`src/rtl/reed_solomon_encoder.sv`:
```
// Systematic byte-serial RS encoder over GF(2^8): message bytes pass through with one
// cycle of latency, then N-K parity bytes are shifted out of the LFSR remainder.
module reed_solomon_encoder #(
   parameter int         N         = 255,
   parameter int         K         = 239,
   parameter logic [8:0] PRIM_POLY = 9'h11D,
   parameter int         FCR       = 0
) (
   input  logic       clk,
   input  logic       reset,
   input  logic [7:0] data_in,
   input  logic       valid_in,
   output logic       ready_in,
   output logic [7:0] data_out,
   output logic       valid_out,
   output logic       parity_out,
   output logic       last_out
);

   localparam int NPAR = N - K;
   localparam int CW   = $clog2(N + 1);

   function automatic logic [7:0] gf_mul(input logic [7:0] a, input logic [7:0] b);
      logic [7:0] p;
      logic [7:0] x;
      p = 8'h00;
      x = a;
      for (int i = 0; i < 8; i++) begin
         if (b[i]) p = p ^ x;
         x = x[7] ? ({x[6:0], 1'b0} ^ PRIM_POLY[7:0]) : {x[6:0], 1'b0};
      end
      return p;
   endfunction

   // g(x) = prod (x + a^(FCR+i)); index = power of x, GEN[NPAR] = 1
   function automatic logic [NPAR:0][7:0] gen_poly();
      logic [NPAR:0][7:0] g;
      logic [7:0]         root;
      g    = '0;
      g[0] = 8'h01;
      root = 8'h01;
      for (int i = 0; i < FCR; i++) root = gf_mul(root, 8'h02);
      for (int i = 0; i < NPAR; i++) begin
         for (int j = NPAR; j > 0; j--) g[j] = g[j-1] ^ gf_mul(g[j], root);
         g[0] = gf_mul(g[0], root);
         root = gf_mul(root, 8'h02);
      end
      return g;
   endfunction

   localparam logic [NPAR:0][7:0] GEN = gen_poly();

   typedef enum logic {MSG, PAR} state_t;

   state_t               state, state_nxt;
   logic [CW-1:0]        cnt, cnt_nxt;
   logic [NPAR-1:0][7:0] r, r_sh, prod;
   logic [7:0]           fb;
   logic                 accept, par;

   assign ready_in = (state == MSG);
   assign par      = (state == PAR);
   assign accept   = valid_in && ready_in;
   assign fb       = data_in ^ r[NPAR-1];
   assign r_sh     = {r[NPAR-2:0], 8'h00};

   // constant-coefficient multipliers: each collapses to a fixed XOR network
   for (genvar i = 0; i < NPAR; i++) begin : g_mul
      assign prod[i] = gf_mul(fb, GEN[i]);
   end

   always_ff @(posedge clk or posedge reset) begin
      if (reset) begin
         state <= MSG;
         cnt   <= '0;
      end else begin
         state <= state_nxt;
         cnt   <= cnt_nxt;
      end
   end

   always_comb begin
      state_nxt = state;
      cnt_nxt   = cnt;
      case (state)
         MSG: if (valid_in) begin
            cnt_nxt = cnt + CW'(1);
            if (cnt == CW'(K - 1)) state_nxt = PAR;
         end
         PAR: if (cnt == CW'(N - 1)) begin
            cnt_nxt   = '0;
            state_nxt = MSG;
         end else begin
            cnt_nxt = cnt + CW'(1);
         end
         default: state_nxt = MSG;
      endcase
   end

   // 2T shifts during PAR drain the remainder, leaving all regs zero for the next codeword
   always_ff @(posedge clk or posedge reset) begin
      if (reset)       r <= '0;
      else if (accept) r <= r_sh ^ prod;
      else if (par)    r <= r_sh;
   end

   always_ff @(posedge clk or posedge reset) begin
      if (reset) begin
         data_out   <= 8'h00;
         valid_out  <= 1'b0;
         parity_out <= 1'b0;
         last_out   <= 1'b0;
      end else begin
         valid_out  <= accept || par;
         parity_out <= par;
         last_out   <= par && (cnt == CW'(N - 1));
         if (accept)   data_out <= data_in;
         else if (par) data_out <= r[NPAR-1];
      end
   end

endmodule

```
`config.mk`:
```
export PLATFORM = sky130hd
export DESIGN_NAME = reed_solomon_encoder
export DESIGN_NICKNAME = d
export VERILOG_FILES = /design/src/rtl/reed_solomon_encoder.sv
export SDC_FILE = /design/constraint.sdc
export NUM_CORES = 1
export LEC_CHECK = 0
export CAP_MARGIN = 20
export CORE_MARGIN = 5
export CORE_UTILIZATION = 67
export CTS_CLUSTER_DIAMETER = 80
export DETAILED_ROUTE_END_ITERATION = 8
export PLACE_DENSITY = 0.95
export REMOVE_ABC_BUFFERS = 1
export SYNTH_ARGS = -nofsm -noshare
export SYNTH_HDL_FRONTEND = slang
export SYNTH_SLANG_ARGS = --single-unit
```
`constraint.sdc`:
```
create_clock -name clk -period 7.4 [get_ports clk]
set_input_delay 1.11 -clock clk [delete_from_list [all_inputs] [get_ports clk]]
set_output_delay 1.11 -clock clk [all_outputs]
set_load 0.05 [all_outputs]
```
[Yosys cells after proc, flatten, opt, wreduce, memory -nomap -nowiden]
Cells that the tools add are included.
Cells by class
  add/subtract/negate cells: 1
  $mul: 0
  div/mod/pow operators: 0
  order comparisons: 0
  equal/unequal tests: 3
  shift-type cells: 0
  multiplexer cells: 18
  bitwise logic cells: 41
  reduce and logical (&&, ||, !) cells: 4
Operators with widths (count)
  two-way mux 128 bit: 2
  bitwise XOR 8 bit: 32
  bitwise XOR 128 bit: 1
  two-way mux 5 bit: 7
  two-way mux 8 bit: 4
  NOT 4 bit: 7
  equality test 8 bit (second input constant): 2
  case mux 8 bit (2 select lines): 1
  adder 8 x 1 -> 8 bit (second input constant): 1
  two-way mux 1 bit: 3
  logical AND 1 bit: 2
  != test 2 bit (second input constant): 1
  case mux 1 bit (2 select lines): 1
  nonzero test 2 bit: 1
  logical OR 1 bit: 1
  NOT 1 bit: 1
Storage, ports and cells
  register bits: 148
  bits in latches: 0
  bits in writable memories: 0
  ROM bits: 0
  word-level logic and storage cells: 89
  memories kept: 0

[Longest topological paths before layout]
Gate-level depths: netlist of run 1.
  depth in word-level cells: 18
  gate-level depth with buffers: 8
  mapped depth without buffers: 7

[Worst setup path after synthesis of run 1]
OpenSTA, ideal clock, no wires.
  path type: input-to-reg
  from: input port data_in[1]
  to: register r[39] (netlist bit)
  setup time: 134 ps
  arrival: 2826 ps
  data required time: 7266 ps
  slack: 4439 ps
  stages on the path: 7
  buffers on the path: 1
  path through: xnor2_1 -> buf_6 -> xor2_1 -> xnor3_2 -> xnor2_1 -> mux2i_1 -> a21oi_1
On the way
  word-level cells in the longest chain between the ends: 11
Ends and longest elaborated chain
  start, declared: RTL line 11  | input logic [7:0] data_in,
  bitwise XOR 8 bit *: RTL line 64  | assign fb = data_in ^ r[NPAR-1];
  NOT 4 bit (no source line)
  two-way mux 5 bit *: RTL line 30  | x = x[7] ? ({x[6:0], 1'b0} ^ PRIM_POLY[7:0]) : {x[6:0], 1'b0};
  NOT 4 bit (no source line)
  two-way mux 5 bit *: RTL line 30
  NOT 4 bit (no source line)
  two-way mux 5 bit *: RTL line 30
  bitwise XOR 8 bit * (2 in a row): RTL line 29  | if (b[i]) p = p ^ x;
  bitwise XOR 128 bit *: RTL line 103  | else if (accept) r <= r_sh ^ prod;
  two-way mux 128 bit *: RTL line 103
  end signal, assigned: RTL line 103
  end signal, assigned: RTL line 104  | else if (par) r <= r_sh;
  end, declared: RTL line 57  | logic [NPAR-1:0][7:0] r, r_sh, prod;
Every way passes the cells marked *; elsewhere a longest branch is shown, timed or not.
A chain may end at the register's enable or synchronous reset.

[Final worst setup path of run 1]
  from: register state (netlist: par)
  to: output port ready_in
On the way
  word-level cells in the longest chain between the ends: 1
Ends and longest elaborated chain
  start, declared: RTL line 55  | state_t state, state_nxt;
  start signal, assigned: RTL line 77  | state <= state_nxt;
  NOT 1 bit: RTL line 61  | assign ready_in = (state == MSG);
  end, declared: RTL line 13  | output logic ready_in,
Every way passes these cells.

==> results_dict.tcl, run 1 <==
set metrics [dict create \
    worst_ep_required_time_ns 6.29 \
    post_dp_cell_area_um2 9070 \
    synth_cell_type_count 46 \
    post_cts_hold_buffer_count 0 \
    port_buffers 22 \
    finalCriticalPeriod_ns 4.160 \
    postSynth.topFlopCell "sky130_fd_sc_hd__dfrtp_1" \
    post_synth_instance_area_um2 8803 \
    area.growth.synth_to_final_pct 10.55 \
    cts_max_level 4 \
    avgViaCountPerCell 6.939 \
    critical_path.endpoint_type "output pin" \
    grt_max_degree 112 \
    die_y_um 124.6 \
    clock_sinks 148 \
    antenna_found_initial 0 \
    finalMaxSlewViolations 0 \
    synth.avg_cell_area_um2 9.517 \
    synth_enable_flop_cells 0 \
    type_of_the_most_critical_hold_path "register to register" \
    global_route.usage.total_pct 31.36 \
    insertedDiodeCount 0 \
    gp_congestion 0.9507 \
    floorplan.die_area_um2 15530 \
    final_hold_violation_count 0 \
    worst_slack_ns 3.240 \
    drt-pass1-iter-count 6 \
    cts.repair_timing.setup_buffer_count 0 \
    synth-async-reset-ratio_pct 100.0 \
    dp_hpwl_um 14360 \
    synth_top_area_share_pct 42.07 \
    rsz0062_at_grt "false" \
    start_to_end_type_of_the_worst_setup_path "register to output pin" \
    critPathArrivalTime_ns 3.05 \
    ant_nets 0 \
    clockRootBuffer "sky130_fd_sc_hd__clkbuf_16" \
    average_wire_length_per_cell_after_detail_routing_um 22.25 \
    setup_total_negative_slack_ns 0 \
    route.final.wire_length_um 24430 \
    die_w_um 124.6 \
    grt-ovfl-total 0 \
    grt_pass1_wl_um 38740 \
    cts-buffers-inserted 17 \
    finalNetCount 926 \
    cp_slowest_cell "sky130_fd_sc_hd__clkdlybuf4s50_1" \
    syn-instance-count 925 \
    dp_worst_setup_slack_ns 3.317 \
    finalInstanceArea_um2 9732 \
    slew_at_the_pin_with_the_worst_max_slew_slack_ns 1.173 \
    timing.slew.headroom_pct 21.22 \
    vias 7619 \
    ios 23 \
    type_of_element_launching_the_critical_path "register" \
    drv_cap 0 \
    drc_errors 0 \
    drt_iter0_markers 1425 \
    core.rowCount 41 \
    ys.warnings.count 0 \
    drive_gt1_share_pct 7.883 \
    clk_latency_ns 0.44 \
    clock_pin_slew_on_the_worst_setup_and_hold_paths_ns 0.07 \
    period_share_pct 56.21 \
    final_cell_mix "sky130_fd_sc_hd__dfrtp_1, sky130_fd_sc_hd__a21oi_1, sky130_fd_sc_hd__nor2_1" \
    result_of_the_run "complete, no violations" \
    core_region_area_um2 12770 \
    whs_ns 0.5240 \
    cts.path.max_buffers 2 \
    grt_pass1_vias 7234 \
    crit_chain "inv_2 -> buf_4 -> clkdlybuf4s50_1" \
    sequential_to_total_area_share_from_yosys_stat_pct 42.07 \
    initial_utilization_pct 68.92 \
    critical_path_peak_fanout 89 \
    most_common_cell_after_layout_fill_and_taps_aside "sky130_fd_sc_hd__dfrtp_1" \
    setup_viol 0 \
    synth.largest_area_cell "sky130_fd_sc_hd__dfrtp_1" \
    ys_ff_latch 148 \
    cts_repair_resize_count 0 \
    cts_tree "done" \
    post_synth_main_area_contributors "sky130_fd_sc_hd__dfrtp_1, sky130_fd_sc_hd__xnor2_1, sky130_fd_sc_hd__a21oi_1" \
    largest_incremental_delay_on_the_critical_path_ns 0.96 \
    final_setup_skew_ns 0.01032 \
    timing.fmax_ghz 0.2404 \
]
## stage by stage
step	utilization [%]	instances
finish	76.19	1098
global route	76.19	1098
CTS	76.19	1098
detailed placement	71.01	1066
global placement	71.01	1066
floorplan	-	861
## cell families after synthesis
family	after synthesis	share of synthesized area (%)
fa+ha+maj	2	0.2842
compound gates	330	22.67
xor+xnor	134	18.08
mux	31	3.525
simple gates	202	9.551
buf+inv	78	3.823
flops	148	42.07
## area by class of cell
| type | count | area, um2 |
|---|---|---|
| inverter | 14 | 57.56 |
| timing repair buffer | 33 | 304.0 |
| clock inverter | 14 | 232.7 |
| multi-input combinational | 699 | 4786 |
| sequential | 148 | 3707 |
| tap | 172 | 215.2 |
| fill | 756 | 3042 |
| clock buffer | 18 | 429.2 |
## worst paths after layout
| kind | slack, ns | endpoint | start | cells past startpoint |
|---|---|---|---|---|
| hold / removal | 0.52 | r[2] | r[2] | 1 |
| hold reg to reg | 0.52 | r[2] | r[2] | 1 |
| min in group asynchronous | 1.26 | r[122] | reset | 2 |
| max in group asynchronous | 4.96 | r[104] | reset | 3 |
| setup reg to reg | 4.19 | cnt[6] | par | 8 |
| setup / recovery | 3.24 | ready_in | par | 3 |
## Yosys cell counts, types with 2 or more instances
library cell,instances
sky130_fd_sc_hd__a21boi_0,2
sky130_fd_sc_hd__a21oi_1,113
sky130_fd_sc_hd__a22oi_1,44
sky130_fd_sc_hd__a2bb2oi_1,18
sky130_fd_sc_hd__a31oi_1,4
sky130_fd_sc_hd__and2_1,6
sky130_fd_sc_hd__and3_1,2
sky130_fd_sc_hd__buf_1,9
sky130_fd_sc_hd__buf_4,2
sky130_fd_sc_hd__buf_6,3
sky130_fd_sc_hd__clkbuf_1,47
sky130_fd_sc_hd__clkinv_1,2
sky130_fd_sc_hd__dfrtp_1,148
sky130_fd_sc_hd__dlygate4sd3_1,2
sky130_fd_sc_hd__ha_1,2
sky130_fd_sc_hd__inv_1,12
sky130_fd_sc_hd__mux2i_1,31
sky130_fd_sc_hd__nand2_1,67
sky130_fd_sc_hd__nand3_1,14
sky130_fd_sc_hd__nand3b_1,3
sky130_fd_sc_hd__nand4_1,2
sky130_fd_sc_hd__nor2_1,86
sky130_fd_sc_hd__nor3_1,21
sky130_fd_sc_hd__o211ai_1,3
sky130_fd_sc_hd__o21a_1,5
sky130_fd_sc_hd__o21ai_0,70
sky130_fd_sc_hd__o21ai_1,3
sky130_fd_sc_hd__o22a_1,15
sky130_fd_sc_hd__o22ai_1,47
sky130_fd_sc_hd__o2bb2ai_1,2
sky130_fd_sc_hd__xnor2_1,69
sky130_fd_sc_hd__xnor2_2,11
sky130_fd_sc_hd__xnor2_4,6
sky130_fd_sc_hd__xnor3_1,9
sky130_fd_sc_hd__xnor3_4,2
sky130_fd_sc_hd__xor2_1,32
sky130_fd_sc_hd__xor2_2,2
## state kept, by name, summed over array words and instances, names as in the netlist
| signal | cells |
|---|---|
| r | 128 |
| cnt | 8 |
| data_out | 8 |
| last_out | 1 |
| par | 1 |
| parity_out | 1 |
| valid_out | 1 |
## layer usage
metal  vias up  track usage, %  wire (um)
li1       3283               -          -
met1      3628           42.05       9103
met2       593           47.74      11330
met3       115           6.904       2748
met4         0           16.83       1246
met5         -               0          0
## worst max-delay path, delay by kind of cell, from the launching register on
family,cells,cell delay [ns]
buffers and inverters,3,1.83
DFF,1,0.76
Power of run 1 is not shown: default switching activity piles up to over one toggle a cycle in this logic, so the estimate is an artifact.
==> run 2, diff against run 1 <==
Settings changed: CORE_UTILIZATION 67 to 57, PLACE_DENSITY 0.95 to 0.88.
Clock period 7.4 ns to 3.74 ns, I/O delays scaled along.
==> run 2 against run 1 <==
First-iteration DRC count fell by 25%. Count of clock-buffer cells in the layout up 2. Final area up 0.69%. Sequential share of layout area fell by 0.26 points. Highest routed layer unchanged.
==> results_dict.tcl, run 2 (synthesis results as in run 1) <==
set metrics [dict create \
    result_of_the_run "complete, no violations" \
    largest_incremental_delay_on_the_critical_path_ns 0.82 \
    slew_at_the_pin_with_the_worst_max_slew_slack_ns 1.072 \
    avgViaCountPerCell 6.535 \
    timing.fmax_ghz 0.3258 \
    finalNetCount 935 \
    final_hold_violation_count 0 \
    final_cell_mix "sky130_fd_sc_hd__dfrtp_1, sky130_fd_sc_hd__a21oi_1, sky130_fd_sc_hd__nor2_1" \
    critical_path_peak_fanout 12 \
    setup_viol 0 \
    largest_register_ffs 128 \
    r2r_start "r[121]" \
    placedCellCount 1091 \
    start_to_end_type_of_the_worst_setup_path "input pin to register" \
    grt_pass1_vias 6874 \
    core_region_area_um2 15200 \
    ios 23 \
    drc_errors 0 \
    critical_path.endpoint_type "register" \
    worst_ep_required_time_ns 4.01 \
    critPathBufInv 1 \
    vias 7326 \
    drt-pass1-iter-count 6 \
    clockRootBuffer "sky130_fd_sc_hd__clkbuf_16" \
    die_y_um 134.3 \
    drt_iter0_markers 1064 \
    cts_max_level 4 \
    cp_slowest_cell "sky130_fd_sc_hd__xnor2_2" \
    average_wire_length_per_cell_after_detail_routing_um 20.53 \
    insertedDiodeCount 0 \
    port_buffers 22 \
    cts_repair_resize_count 0 \
    type_of_element_launching_the_critical_path "input pin" \
    grt_pass1_wl_um 37280 \
    finalCriticalPeriod_ns 3.069 \
    final_setup_skew_ns 0.009418 \
    whs_ns 0.5290 \
    core.rowCount 45 \
    die_w_um 134.3 \
    finish.cell_count_without_fillers 1121 \
    rsz0062_at_grt "false" \
    ant_nets 0 \
    route.final.wire_length_um 23020 \
    crit_chain "clkdlybuf4s50_1 -> xnor2_2 -> xnor3_1 -> xnor2_2 -> xnor2_1 -> mux2i_1 -> a21oi_1" \
    cts.path.max_buffers 2 \
    timing.critical_path.from "data_in[1]" \
    timing.slew.headroom_pct 28.04 \
    clock_pin_slew_on_the_worst_setup_and_hold_paths_ns 0.06 \
    cts-buffers-inserted 17 \
    area.growth.synth_to_final_pct 11.31 \
    finalInstanceArea_um2 9799 \
    global_route.usage.total_pct 26.20 \
    post_cts_hold_buffer_count 0 \
    antenna_found_initial 0 \
    top_register "r" \
    layout_top_registers "r x128, cnt x8, data_out x8" \
    cts_tree "done" \
    critPathArrivalTime_ns 3.34 \
    min_from "r[1]" \
    grt-ovfl-total 0 \
    floorplan.die_area_um2 18030 \
    period_share_pct 82.07 \
    drv_cap 0 \
    finalMaxSlewViolations 0 \
    dp_hpwl_um 13940 \
    clk_latency_ns 0.43 \
    grt_max_degree 192 \
    delay_heaviest_family_cp "XOR/XNOR gates" \
    initial_utilization_pct 57.91 \
    post_dp_cell_area_um2 9195 \
    gp_congestion 0.9155 \
    critical_path.most_common_cell "sky130_fd_sc_hd__xnor2_2" \
    clock_sinks 148 \
    cts.repair_timing.setup_buffer_count 0 \
    drive_gt1_share_pct 8.467 \
    type_of_the_most_critical_hold_path "register to register" \
    most_common_cell_after_layout_fill_and_taps_aside "sky130_fd_sc_hd__dfrtp_1" \
]
run 2: changes by cell type in the layout (fill, tap and decap cells not counted):
cell	delta
sky130_fd_sc_hd__clkbuf_1	+1
sky130_fd_sc_hd__clkinv_2	-1
sky130_fd_sc_hd__buf_12	+3
sky130_fd_sc_hd__inv_6	-1
sky130_fd_sc_hd__clkinvlp_4	+1
sky130_fd_sc_hd__clkbuf_8	+1
sky130_fd_sc_hd__buf_4	+6
sky130_fd_sc_hd__bufinv_16	-2
sky130_fd_sc_hd__clkinv_4	-1
run 2: metrics by stage:
stage | util [%] | TNS [ns] | setup slack (ns)
final | 64.46 | 0 | 0.6705
after global routing | 64.46 | 0 | 0.5680
after global placement | 60.49 | 0 | 0.3573
after CTS | 64.46 | 0 | 0.6977
after floorplan | - | -312.69 | -2.485
after detailed placement | 60.49 | 0 | 0.2719
run 2: layout make-up:
type | count | area [um2]
repair buffers | 42 | 409.1
well taps | 188 | 235.2
clock inverters | 10 | 157.7
multi-input cells | 699 | 4786
clock buffers | 20 | 446.7
inverters | 14 | 57.56
fillers | 1154 | 5403
flip-flops and latches | 148 | 3707
run 2: routing by layer:
layer	GRT usage, %	part of all wire [%]
met5	0	0
met4	13.29	4.4
met3	6.227	8.7
met2	39.86	47
met1	35.19	40
run 2: path summary, 6_finish.rpt:
check                      depth (start not counted)        to  slack (ns)
setup reg to reg                                   6     r[85]        0.80
max in group asynchronous                          3     r[16]        2.26
min in group asynchronous                          2  last_out        0.64
hold / removal                                     1      r[1]        0.53
setup / recovery                                   7     r[85]        0.67
hold reg to reg                                    1      r[1]        0.53
run 2: worst reg2reg max path: cells and delay by family (launching register included):
family | cells | cell delay (ns)
xor+xnor | 4 | 2.02
flops | 1 | 0.44
mux | 1 | 0.24
compound gates | 1 | 0.09
Power of run 2 is left out for the same reason.
==> run 3, diff against run 2 <==
Clock period 3.74 ns to 2.62 ns, I/O delays scaled along.
==> run 3 against run 2 <==
Routed wire length is 9.4% higher. Critical path depth up 2. Final area grew 7.5%. Sequential cell count unchanged. Utilization grew 4.8 points. Cell count grew 7.9%. Sequential share of layout area is 2.6 points lower. Clock skew about the same. Via count grew 7.7%. Die area is the same. First-iteration DRC count rose by 9.0%. Count of clock-buffer cells in the layout stayed put. Largest cell class unchanged.
==> results_dict.tcl, run 3 (synthesis results as in run 1) <==
set metrics [dict create \
    result_of_the_run "complete, no violations" \
    grt_pass1_wl_um 40240 \
    drv_cap 0 \
    most_common_cell_after_layout_fill_and_taps_aside "sky130_fd_sc_hd__dfrtp_1" \
    start_to_end_type_of_the_worst_setup_path "input pin to register" \
    finalNetCount 1022 \
    critical_path_peak_fanout 3 \
    critical_path.endpoint_type "register" \
    drt_iter0_markers 1160 \
    top_register "r" \
    die_y_um 134.3 \
    floorplan.die_area_um2 18030 \
    finalInstanceArea_um2 10540 \
    clk_latency_ns 0.44 \
    final_hold_violation_count 0 \
    post_dp_cell_area_um2 9913 \
    drive_gt1_share_pct 16.54 \
    worst_ep_required_time_ns 2.94 \
    area.growth.synth_to_final_pct 19.68 \
    drt-pass1-iter-count 8 \
    die_w_um 134.3 \
    grt_pass1_vias 7538 \
    timing.fmax_ghz 0.3985 \
    finish.cell_count_without_fillers 1210 \
    clock_sinks 148 \
    final_cell_mix "sky130_fd_sc_hd__dfrtp_1, sky130_fd_sc_hd__a21oi_1, sky130_fd_sc_hd__buf_4" \
    grt-ovfl-total 0 \
    placedCellCount 1177 \
    final_setup_skew_ns 0.009895 \
    port_buffers 22 \
    period_share_pct 95.77 \
    worst_r2r_path_cells 8 \
    clock_pin_slew_on_the_worst_setup_and_hold_paths_ns 0.06 \
    ant_nets 0 \
    critPathArrivalTime_ns 2.83 \
    ios 23 \
    slew_at_the_pin_with_the_worst_max_slew_slack_ns 0.6357 \
    clockRootBuffer "sky130_fd_sc_hd__clkbuf_16" \
    cts.path.max_buffers 2 \
    average_wire_length_per_cell_after_detail_routing_um 20.81 \
    insertedDiodeCount 0 \
    finalCriticalPeriod_ns 2.509 \
    dp_hpwl_um 15950 \
    grt_max_degree 71 \
    cts_repair_resize_count 0 \
    cts_tree "done" \
    type_of_the_most_critical_hold_path "input pin to asynchronous set/reset pin" \
    type_of_element_launching_the_critical_path "input pin" \
    antenna_found_initial 0 \
    vias 7890 \
    core_region_area_um2 15200 \
    initial_utilization_pct 57.91 \
    cts-buffers-inserted 17 \
    avgViaCountPerCell 6.521 \
    largest_register_ffs 128 \
    rsz0062_at_grt "false" \
    fillCellCount 1027 \
    route.final.wire_length_um 25180 \
    cts_max_level 4 \
    setup_viol 0 \
    gp_congestion 0.9231 \
    finalMaxSlewViolations 0 \
    core.rowCount 45 \
    layout_top_registers "r x128, cnt x8, data_out x8" \
    drc_errors 0 \
    timing.slew.headroom_pct 57.32 \
    global_route.usage.total_pct 28.32 \
]
-- run 3: stage by stage --
step                hold slack [ns]  util (%)  setup WS [ns]  TNS (ns)
floorplan                    0.4719         -         -3.605   -600.05
global placement             0.4855     65.21        -0.2003    -8.990
detailed placement           0.4941     65.21        -0.2585    -13.46
CTS                          0.2287     69.18        0.08644         0
global route                 0.2470     69.31        0.02464         0
finish                       0.2346     69.31         0.1108         0
-- run 3: worst paths after layout --
kind | slack [ns] | startpoint | end
worst max-delay path | 0.11 | data_in[6] | r[80]
worst min-delay path | 0.23 | reset | last_out
worst max register to register | 0.18 | r[122] | r[108]
worst min register to register | 0.52 | r[33] | r[33]
max in group asynchronous | 1.79 | reset | r[24]
min in group clk | 0.38 | valid_in | r[52]
-- run 3: cell type report --
| class | count | area (um2) | share of cell area, % |
|---|---|---|---|
| clock buffer | 20 | 446.7 | 4.239 |
| inverter | 14 | 57.56 | 0.5463 |
| multi-input combinational | 699 | 4786 | 45.42 |
| clock inverter | 12 | 156.4 | 1.484 |
| sequential | 148 | 3707 | 35.19 |
| timing repair buffer | 129 | 1147 | 10.89 |
| tap | 188 | 235.2 | 2.233 |
-- run 3: critical path, stage by stage --
cell and delay [ns]:
sky130_fd_sc_hd__clkdlybuf4s50_1 0.61, sky130_fd_sc_hd__buf_4 0.17, sky130_fd_sc_hd__xor2_2 0.29, sky130_fd_sc_hd__buf_4 0.19, sky130_fd_sc_hd__xnor3_1 0.42, sky130_fd_sc_hd__xnor2_1 0.25
sky130_fd_sc_hd__xnor2_1 0.18, sky130_fd_sc_hd__mux2i_1 0.23, sky130_fd_sc_hd__a21oi_1 0.09
-- run 3: what timing repair did --
item | 4_1_cts | 5_1_grt
hold buffers | 0 | 0
endpoints found under the setup margin | 0 | 1
buffers inserted | 0 | 1
-- run 3: layer usage --
metal	part of all wire, %	track usage (%)	vias up
li1	-	-	3469
met1	38	36.21	3808
met2	47	45.42	484
met3	9.8	6.714	129
met4	4.7	13.86	0
met5	0	0	-
Power of run 3 is left out for the same reason.
